`config.mk`:
```
export PLATFORM = sky130hd
export DESIGN_NAME = muldiv_unit
export DESIGN_NICKNAME = d
export VERILOG_FILES = /design/src/rtl/muldiv_unit_pkg.sv /design/src/rtl/muldiv_step.sv /design/src/rtl/muldiv_unit.sv
export SDC_FILE = /design/constraint.sdc
export NUM_CORES = 1
export LEC_CHECK = 0
export ABC_AREA = 1
export CAP_MARGIN = 20
export CORE_MARGIN = 5
export CORE_UTILIZATION = 42
export CTS_BUF_LIST = sky130_fd_sc_hd__clkbuf_4 sky130_fd_sc_hd__clkbuf_8
export CTS_CLUSTER_SIZE = 12
export DETAILED_ROUTE_END_ITERATION = 8
export SYNTH_ARGS = -nofsm -noshare
export SYNTH_HDL_FRONTEND = slang
export SYNTH_SLANG_ARGS = --single-unit
```
`constraint.sdc`:
```
create_clock -name clk -period 6.8 [get_ports clk]
set_input_delay 0.68 -clock clk [delete_from_list [all_inputs] [get_ports clk]]
set_output_delay 0.68 -clock clk [all_outputs]
set_load 0.02 [all_outputs]
```
`src/rtl/muldiv_unit_pkg.sv`:
```
// -----------------------------------------------------------------------------
// muldiv_unit_pkg
// Shared definitions for the iterative multiply/divide unit:
//   - op encodings as driven on the unit's op input (MULT/MULTU/DIV/DIVU)
//   - FSM state encodings (IDLE, RUN, FIX)
//   - small helpers decoding the op field
// -----------------------------------------------------------------------------
package muldiv_unit_pkg;

    localparam logic [1:0] OP_MULT  = 2'b00;
    localparam logic [1:0] OP_MULTU = 2'b01;
    localparam logic [1:0] OP_DIV   = 2'b10;
    localparam logic [1:0] OP_DIVU  = 2'b11;

    localparam logic [1:0] S_IDLE = 2'b00;
    localparam logic [1:0] S_RUN  = 2'b01;
    localparam logic [1:0] S_FIX  = 2'b10;

    // op[1] selects divide, op[0] selects the unsigned variant.
    function automatic logic op_is_div(input logic [1:0] op);
        return op[1];
    endfunction

    function automatic logic op_is_signed(input logic [1:0] op);
        return ~op[0];
    endfunction

endpackage

```
`src/rtl/muldiv_step.sv`:
```
// -----------------------------------------------------------------------------
// muldiv_step
// One radix-2 iteration of the multiply/divide datapath (purely combinational).
//   is_div_i : 0 = shift-add multiply step, 1 = restoring divide step
//   upper_i  : product high half / partial remainder
//   lower_i  : product low half (multiplier bits) / quotient-dividend shift reg
//   opnd_i   : multiplicand magnitude / divisor magnitude
//   upper_o  : next upper word
//   lower_o  : next lower word
// -----------------------------------------------------------------------------
module muldiv_step #(
    parameter int WIDTH = 32
) (
    input  logic             is_div_i,
    input  logic [WIDTH-1:0] upper_i,
    input  logic [WIDTH-1:0] lower_i,
    input  logic [WIDTH-1:0] opnd_i,
    output logic [WIDTH-1:0] upper_o,
    output logic [WIDTH-1:0] lower_o
);

    logic [WIDTH:0] sum;
    logic [WIDTH:0] shifted;
    logic [WIDTH:0] diff;

    always_comb begin
        // NOTE: every output gets a default before any branch so no path leaves
        // a value unassigned, which would otherwise infer a latch.
        upper_o = upper_i;
        lower_o = lower_i;

        // Multiply: add the multiplicand when the current multiplier bit is 1,
        // then shift the whole {carry, upper, lower} word right by one.
        sum = {1'b0, upper_i} + (lower_i[0] ? {1'b0, opnd_i} : '0);

        // Divide: bring the next dividend bit into the WIDTH+1 bit partial
        // remainder. The remainder is always below the divisor, so
        // shifted < 2*divisor and the difference fits a signed WIDTH+1 word;
        // its top bit is therefore the borrow.
        shifted = {upper_i, lower_i[WIDTH-1]};
        diff    = shifted - {1'b0, opnd_i};

        if (is_div_i) begin
            if (!diff[WIDTH]) begin
                upper_o = diff[WIDTH-1:0];
                lower_o = {lower_i[WIDTH-2:0], 1'b1};
            end else begin
                upper_o = shifted[WIDTH-1:0];
                lower_o = {lower_i[WIDTH-2:0], 1'b0};
            end
        end else begin
            upper_o = sum[WIDTH:1];
            lower_o = {sum[0], lower_i[WIDTH-1:1]};
        end
    end

endmodule

```
`src/rtl/muldiv_unit.sv`:
```
// -----------------------------------------------------------------------------
// muldiv_unit
// Iterative MIPS multiply/divide unit with architectural HI/LO registers.
//   clk    : rising-edge clock
//   rst    : asynchronous active-low reset
//   start  : begin the op selected by op (accepted only in IDLE)
//   op     : 00 MULT, 01 MULTU, 10 DIV, 11 DIVU
//   a, b   : rs / rt operands (only needed in the start cycle)
//   mthi   : write a into HI (IDLE only)
//   mtlo   : write a into LO (IDLE only)
//   hi, lo : HI / LO registers
//   busy   : operation in progress (WIDTH+1 cycles)
//   done   : one-cycle pulse in the cycle HI/LO are updated
// Operation: magnitudes are processed for WIDTH cycles in RUN, and the FIX
// cycle applies sign correction and writes HI/LO.
// -----------------------------------------------------------------------------
module muldiv_unit
    import muldiv_unit_pkg::*;
#(
    parameter int WIDTH = 32
) (
    input  logic             clk,
    input  logic             rst,
    input  logic             start,
    input  logic [1:0]       op,
    input  logic [WIDTH-1:0] a,
    input  logic [WIDTH-1:0] b,
    input  logic             mthi,
    input  logic             mtlo,
    output logic [WIDTH-1:0] hi,
    output logic [WIDTH-1:0] lo,
    output logic             busy,
    output logic             done
);

    localparam int             CW        = $clog2(WIDTH) + 1;
    localparam logic [CW-1:0]  CNT_INIT  = CW'(WIDTH);
    localparam logic [CW-1:0]  CNT_LAST  = CW'(1);

    logic [1:0]       state_q,   state_d;
    logic [CW-1:0]    cnt_q,     cnt_d;
    logic [WIDTH-1:0] upper_q,   upper_d;
    logic [WIDTH-1:0] lower_q,   lower_d;
    logic [WIDTH-1:0] opnd_q,    opnd_d;
    logic             is_div_q,  is_div_d;
    logic             neg_res_q, neg_res_d;
    logic             neg_rem_q, neg_rem_d;
    logic             div0_q,    div0_d;
    logic [WIDTH-1:0] hi_q,      hi_d;
    logic [WIDTH-1:0] lo_q,      lo_d;

    logic             signed_op;
    logic             a_neg;
    logic             b_neg;
    logic [WIDTH-1:0] a_mag;
    logic [WIDTH-1:0] b_mag;
    logic [WIDTH-1:0] step_upper;
    logic [WIDTH-1:0] step_lower;
    logic [2*WIDTH-1:0] prod_fix;
    logic [WIDTH-1:0] quot_fix;
    logic [WIDTH-1:0] rem_fix;

    muldiv_step #(.WIDTH(WIDTH)) u_step (
        .is_div_i (is_div_q),
        .upper_i  (upper_q),
        .lower_i  (lower_q),
        .opnd_i   (opnd_q),
        .upper_o  (step_upper),
        .lower_o  (step_lower)
    );

    // Operand magnitudes; the most negative value wraps to itself, which the
    // unsigned datapath then treats as 2^(WIDTH-1), giving the MIPS results.
    always_comb begin
        signed_op = op_is_signed(op);
        a_neg     = signed_op & a[WIDTH-1];
        b_neg     = signed_op & b[WIDTH-1];
        a_mag     = a_neg ? -a : a;
        b_mag     = b_neg ? -b : b;
    end

    // Sign correction of the finished magnitude result. A zero divisor forces
    // an all-ones quotient; the remainder is already |a| and regains a's sign,
    // so HI ends up as the raw dividend.
    always_comb begin
        prod_fix = neg_res_q ? -{upper_q, lower_q} : {upper_q, lower_q};
        quot_fix = div0_q ? '1 : (neg_res_q ? -lower_q : lower_q);
        rem_fix  = neg_rem_q ? -upper_q : upper_q;
    end

    always_comb begin
        state_d   = state_q;
        cnt_d     = cnt_q;
        upper_d   = upper_q;
        lower_d   = lower_q;
        opnd_d    = opnd_q;
        is_div_d  = is_div_q;
        neg_res_d = neg_res_q;
        neg_rem_d = neg_rem_q;
        div0_d    = div0_q;
        hi_d      = hi_q;
        lo_d      = lo_q;

        case (state_q)
            S_IDLE: begin
                if (mthi) hi_d = a;
                if (mtlo) lo_d = a;
                if (start) begin
                    state_d   = S_RUN;
                    cnt_d     = CNT_INIT;
                    is_div_d  = op_is_div(op);
                    neg_res_d = signed_op & (a[WIDTH-1] ^ b[WIDTH-1]);
                    neg_rem_d = a_neg;
                    div0_d    = op_is_div(op) && (b == '0);
                    upper_d   = '0;
                    // Divide shifts the dividend out of lower; multiply
                    // consumes multiplier bits from lower's LSB.
                    if (op_is_div(op)) begin
                        lower_d = a_mag;
                        opnd_d  = b_mag;
                    end else begin
                        lower_d = b_mag;
                        opnd_d  = a_mag;
                    end
                end
            end
            S_RUN: begin
                upper_d = step_upper;
                lower_d = step_lower;
                cnt_d   = cnt_q - 1'b1;
                if (cnt_q == CNT_LAST) state_d = S_FIX;
            end
            S_FIX: begin
                state_d = S_IDLE;
                if (is_div_q) begin
                    hi_d = rem_fix;
                    lo_d = quot_fix;
                end else begin
                    hi_d = prod_fix[2*WIDTH-1:WIDTH];
                    lo_d = prod_fix[WIDTH-1:0];
                end
            end
            default: state_d = S_IDLE;
        endcase
    end

    // NOTE: state registers use non-blocking assignments so every flop samples
    // the pre-edge values regardless of statement order.
    always_ff @(posedge clk or negedge rst) begin
        if (!rst) begin
            state_q   <= S_IDLE;
            cnt_q     <= '0;
            upper_q   <= '0;
            lower_q   <= '0;
            opnd_q    <= '0;
            is_div_q  <= 1'b0;
            neg_res_q <= 1'b0;
            neg_rem_q <= 1'b0;
            div0_q    <= 1'b0;
            hi_q      <= '0;
            lo_q      <= '0;
        end else begin
            state_q   <= state_d;
            cnt_q     <= cnt_d;
            upper_q   <= upper_d;
            lower_q   <= lower_d;
            opnd_q    <= opnd_d;
            is_div_q  <= is_div_d;
            neg_res_q <= neg_res_d;
            neg_rem_q <= neg_rem_d;
            div0_q    <= div0_d;
            hi_q      <= hi_d;
            lo_q      <= lo_d;
        end
    end

    assign hi   = hi_q;
    assign lo   = lo_q;
    assign busy = (state_q != S_IDLE);
    assign done = (state_q == S_FIX);

endmodule

```
## After elaboration in Yosys (flattened, before gate mapping)

Index checks and enable logic that the tools add are counted.

| storage, ports and cells | value |
|---|---|
| bits of input ports | 71 |
| output and inout bits | 66 |
| bits in registers | 172 |
| word-level logic and storage cells | 70 |

| operators by class | value |
|---|---|
| mux-type cells | 28 |
| bitwise operators | 5 |
| eq/ne operators | 7 |
| reduce and logical (&&, ||, !) cells | 11 |
| add/sub/neg operators | 8 |

Operator list:

| cell | number |
|---|---|
| $mux 32 | 17 |
| $pmux 32 s2 | 4 |
| $neg 32->32 | 4 |
| $mux 64 | 1 |
| $neg 64->64 | 1 |
| $add 32x33->33 | 1 |
| $sub 33x32->33 | 1 |
| $logic_not 32->1 | 1 |
| $pmux 6 s2 | 1 |
| $reduce_and 2->1 | 5 |
| $ne 2x2->1 const B | 4 |
| $eq 6x1->1 const B | 1 |
| $mux 6 | 1 |
| $reduce_bool 2->1 | 3 |
| $sub 6x1->6 const B | 1 |
| $mux 2 | 2 |
| $pmux 2 s2 | 1 |
| $and 1x1->1 | 3 |
| $eq 2x1->1 const B | 1 |
| $eq 2x2->1 const B | 1 |
| $logic_not 2->1 | 1 |
| $logic_and 1x1->1 | 1 |
| $mux 1 | 1 |
| $not 1->1 | 1 |
| $xor 1x1->1 | 1 |

## Logic depth before layout (Yosys ltp)

| logic depth | value |
|---|---|
| word-level depth | 6 |
| mapped depth | 21 |
| depth with buffers taken out | 20 |

## By module

From an unflattened synthesis, not the netlist that was laid out.

| second synthesis, totals | value |
|---|---|
| cell total of the unflattened synthesis | 3067 |
| area total of the unflattened synthesis | 18189.9 µm² |

Modules (own cells, without submodules):

| module | area an instance (µm²) | instances | seq. area each (µm²) | cells an instance |
|---|---|---|---|---|
| muldiv_unit | 11852.6 | 1 | 4304.1 | 1759 |
| muldiv_step | 6337.3 | 1 | 0.0 | 1308 |

## Worst setup path after synthesis

Ideal clock, no wire load.

| path | value |
|---|---|
| path kind | reg-to-reg |
| start point | reg lower_q[0] |
| end point | reg upper_q[21] |
| clock period less this slack | 2.570 ns |
| path buffers | 2 |
| stages on the path, launching flop included | 20 |
| data arrival time | 2.453 ns |
| slack | 4.230 ns |
| library setup time | 0.116 ns |
| required time | 6.684 ns |
| cell sequence | dfrtp_1 buf_2 clkbuf_1 nand2_1 inv_1 ha_1 inv_1 fa_1 o21ai_1 nand2_1 nand2_1 nand2_1 nand2_1 nand2_1 nand2_1 nor2_1 o21ai_0 inv_1 nand2_1 nand2_1 |

| between the ends | value |
|---|---|
| cells in the longest elaborated chain, start to end | 4 |

RTL lines:

| what | RTL line | source |
|---|---|---|
| start, declared | muldiv_unit.sv:43 | `logic [WIDTH-1:0] lower_q, lower_d;` |
| start signal, assigned | muldiv_unit.sv:166 | `lower_q <= lower_d;` |
| $mux 32 | muldiv_step.sv:34 | `sum = {1'b0, upper_i} + (lower_i[0] ? {1'b0, opnd_i} : '0);` |
| $add 32x33->33 | muldiv_step.sv:34 |  |
| $mux 32 | muldiv_step.sv:43 | `if (is_div_i) begin` |
| $pmux 32 s2 | muldiv_unit.sv:104 | `case (state_q)` |
| end signal, assigned | muldiv_unit.sv:165 | `upper_q <= upper_d;` |
| end, declared | muldiv_unit.sv:42 | `logic [WIDTH-1:0] upper_q, upper_d;` |

Every way passes these cells.
A chain may end at the register's enable or synchronous reset.

## Final worst setup path

| path | value |
|---|---|
| start point | reg lower_q[0] |
| end point | reg upper_q[27] |

The elaborated chain is that of the path after synthesis.

==> results.sh <==
export IMPL_outcome="completed"
export IMPL_gr_total_overflow=0
export IMPL_drc=0
export IMPL_crit_required_ns=7.26
export IMPL_cts_resized_gates=0
export IMPL_place_gp_congestion=1.04
export IMPL_synth_top_area_cell="dfrtp_1"
export IMPL_drtIter0Drc=2698
export IMPL_finalCriticalPeriod_ns=3.70
export IMPL_synth_nets=3177
export IMPL_wl_mm=85.0
export IMPL_portBuffers=136
export IMPL_grt_pass1_wl_mm=126
export IMPL_postCtsSetupBuffers=0
export IMPL_drv_cap=0
export IMPL_finalCritPeriodShare_pct=54.4
export IMPL_die_h_um=217
export IMPL_num_rows=75
export IMPL_hold_class="in2async"
export IMPL_fin_util_pct=47.8
export IMPL_hold_ws_ns=0.172
export IMPL_dp_cells=3633
export IMPL_path_class="reg2reg"
export IMPL_placed_cell_area_um2=19800
export IMPL_seqPwrFrac_pct=49.3
export IMPL_wl_per_cell_um=23.2
export IMPL_hold_viol=0
export IMPL_cts_hold_buf=0
export IMPL_layout_setup_ws_ns=3.10
export IMPL_numClockSinks=172
export IMPL_die_area_um2=47000
export IMPL_slew_headroom_pct=20.9
export IMPL_synth_area_um2=17900
export IMPL_grt_max_degree=92
export IMPL_yosys_warnings=0
export IMPL_reg2reg_depth=18
export IMPL_fmax_mhz=270
export IMPL_pin_count=137
export IMPL_totalPowerFinal_mw=2.07
export IMPL_finalSetupViolCount=0
export IMPL_rsz0062_at_grt="no"
export IMPL_final_cell_mix="nand2_1, nor2_1, inv_1"
export IMPL_p_sw_uw=637
export IMPL_finClkSkew_ns=0.0209
export IMPL_startpoint_type="flop"
export IMPL_rrSetupSlack_ns=3.10
export IMPL_cts_tree="built"
export IMPL_vias_per_cell=5.83
export IMPL_ant_nets=0
export IMPL_clkLatencyLatePin_ns=0.57
export IMPL_via_count=21400
export IMPL_core_um2=42100
export IMPL_synthCells=3034
export IMPL_drive_gt1_share_pct=5.02
export IMPL_pre_cts_ws_ns=3.23
export IMPL_worstPathArrival_ns=4.16
export IMPL_clock_path_buffers=2
export IMPL_antenna_found_initial=1
export IMPL_worst_pin_slew_ns=1.17
export IMPL_synthTopCellsByArea="dfrtp_1, nand2_1, nor2_1"
export IMPL_peakVddDrop_v=0.000113
export IMPL_swShare_pct=30.7
export IMPL_drv_slew=0
export IMPL_clockRootBuffer="clkbuf_8"
export IMPL_design_area_um2=20200
export IMPL_place_hpwl_mm=68.9
export IMPL_synth_yosys_seq_area_share_pct=24.0
export IMPL_p_comb_share_pct=12.6
export IMPL_fin_cells=3666
export IMPL_grt_use_total_pct=35.4
export IMPL_synth_top_area_share_pct=24.0
export IMPL_die_x_um=217
export IMPL_clkPwrFrac_pct=38.1
export IMPL_grt_pass1_vias=20000
export IMPL_clkTransAtPathRegs_ns=0.09
export IMPL_yosysUniqueCellTypes=55
export IMPL_fin_nets=3256
export IMPL_critPathCaptureType="flop"
export IMPL_fin_tns_setup_ns=0
export IMPL_cts_buffers=17
export IMPL_intPower_mw=1.44
export IMPL_avgSynthCellArea_um2=5.92
export IMPL_area_growth_pct=12.3
export IMPL_power_density_nw_per_um2=103
export IMPL_htreeDepth=4
export IMPL_timing_rr_end="upper_q[27]"
export IMPL_start_util_pct=42.6
export IMPL_cp_max_fo=22
export IMPL_first_pass_iters=6
export IMPL_p_leak_nw=10.1
export IMPL_synth_seq_cells=172
export IMPL_layout_commonest_cell="nand2_1"
export IMPL_worstReg2RegStart="lower_q[0]"
==> layout make-up <==
type,instances,area [um2]
fillers,4668,22000
flip-flops and latches,172,4310
multi-input cells,2368,11700
repair buffers,161,1550
clock inverters,14,163
clock buffers,18,241
diodes,1,2.50
inverters,393,1480
well taps,539,674
==> Yosys cell counts (all sizes together) <==
cell	instances
nand2	857
nor2	405
inv	390
nand3	302
o21ai	228
a21oi	200
dfrtp	172
clkbuf	70
ha	70
xor2	49
nor3	45
nand4	43
o211ai	36
buf	31
or2	21
a21boi	16
a22oi	14
nand3b	14
a31oi	11
a21o	10
xnor2	10
nor4	6
o221ai	6
o21a	5
o21bai	5
clkinv	3
o31ai	3
and2	2
fa	2
mux2i	2
o22ai	2
a2bb2oi	1
and3	1
o2111ai	1
o41ai	1
==> critical path, cell delays in order (launching register included) <==
cell and delay (ns):
dfrtp_1 0.66, buf_4 0.44, nand2_1 0.11, inv_1 0.07
ha_1 0.23, inv_1 0.13, fa_1 0.45, o21ai_1 0.37
nand2_1 0.09, nand2_1 0.22, nand2_1 0.08, nand2_1 0.13
nand2_1 0.10, nand3_1 0.09, nand2_1 0.05, nor2_1 0.16
nor2_1 0.06, nand2_1 0.09, nand2_1 0.05
==> registers in the layout (all words and copies together) (netlist names) <==
name,flops
cnt_q,6
lower_q,32
div0_q,1
hi,32
state_q,2
upper_q,32
is_div_q,1
opnd_q,32
neg_res_q,1
neg_rem_q,1
lo,32
==> worst max path at each step <==
stage / depth (start not counted) / start / end / slack [ns]
2_1_floorplan: 19 / lower_q[0] / upper_q[21] / 4.23
3_3_place_gp: 18 / lower_q[0] / upper_q[29] / 3.20
3_5_place_dp: 18 / lower_q[0] / upper_q[27] / 3.23
4_1_cts: 18 / lower_q[0] / upper_q[27] / 3.19
5_1_grt: 18 / lower_q[0] / upper_q[29] / 2.87
6_report: 18 / lower_q[0] / upper_q[27] / 3.10
==> kinds of logic after synthesis <==
| kind of cell | after synthesis | synth area share [%] |
|---|---|---|
| muxes | 2 | 0.112 |
| adders and majority gates | 72 | 5.10 |
| DFF | 172 | 24.0 |
| and+or+nand+nor | 1696 | 40.4 |
| buffers and inverters | 494 | 10.8 |
| xor gates and xnor gates | 59 | 2.88 |
| AOI/OAI and AO/OA | 539 | 16.8 |
==> power groups by stage <==
| stage | Combinational (mW) | Sequential [mW] | Clock [mW] |
|---|---|---|---|
| after floorplan | 0.102 | 1.04 | 0 |
| after global placement | 0.255 | 1.04 | 0 |
| after detailed placement | 0.254 | 1.04 | 0 |
| after CTS | 0.254 | 1.02 | 0.804 |
| after global routing | 0.277 | 1.02 | 0.840 |
| final | 0.262 | 1.02 | 0.789 |
==> layer usage <==
layer  wire, um  vias to the layer above  share of wire, %  track usage (%)
met5         20                        -             0.024                0
met4       4950                        2               5.8             17.3
met3       8180                      210               9.6             6.60
met2      36300                     1160                43             53.4
met1      35600                     9965                42             48.9
li1           -                    10000                 -                -
Power figures use the tool's default switching activity.
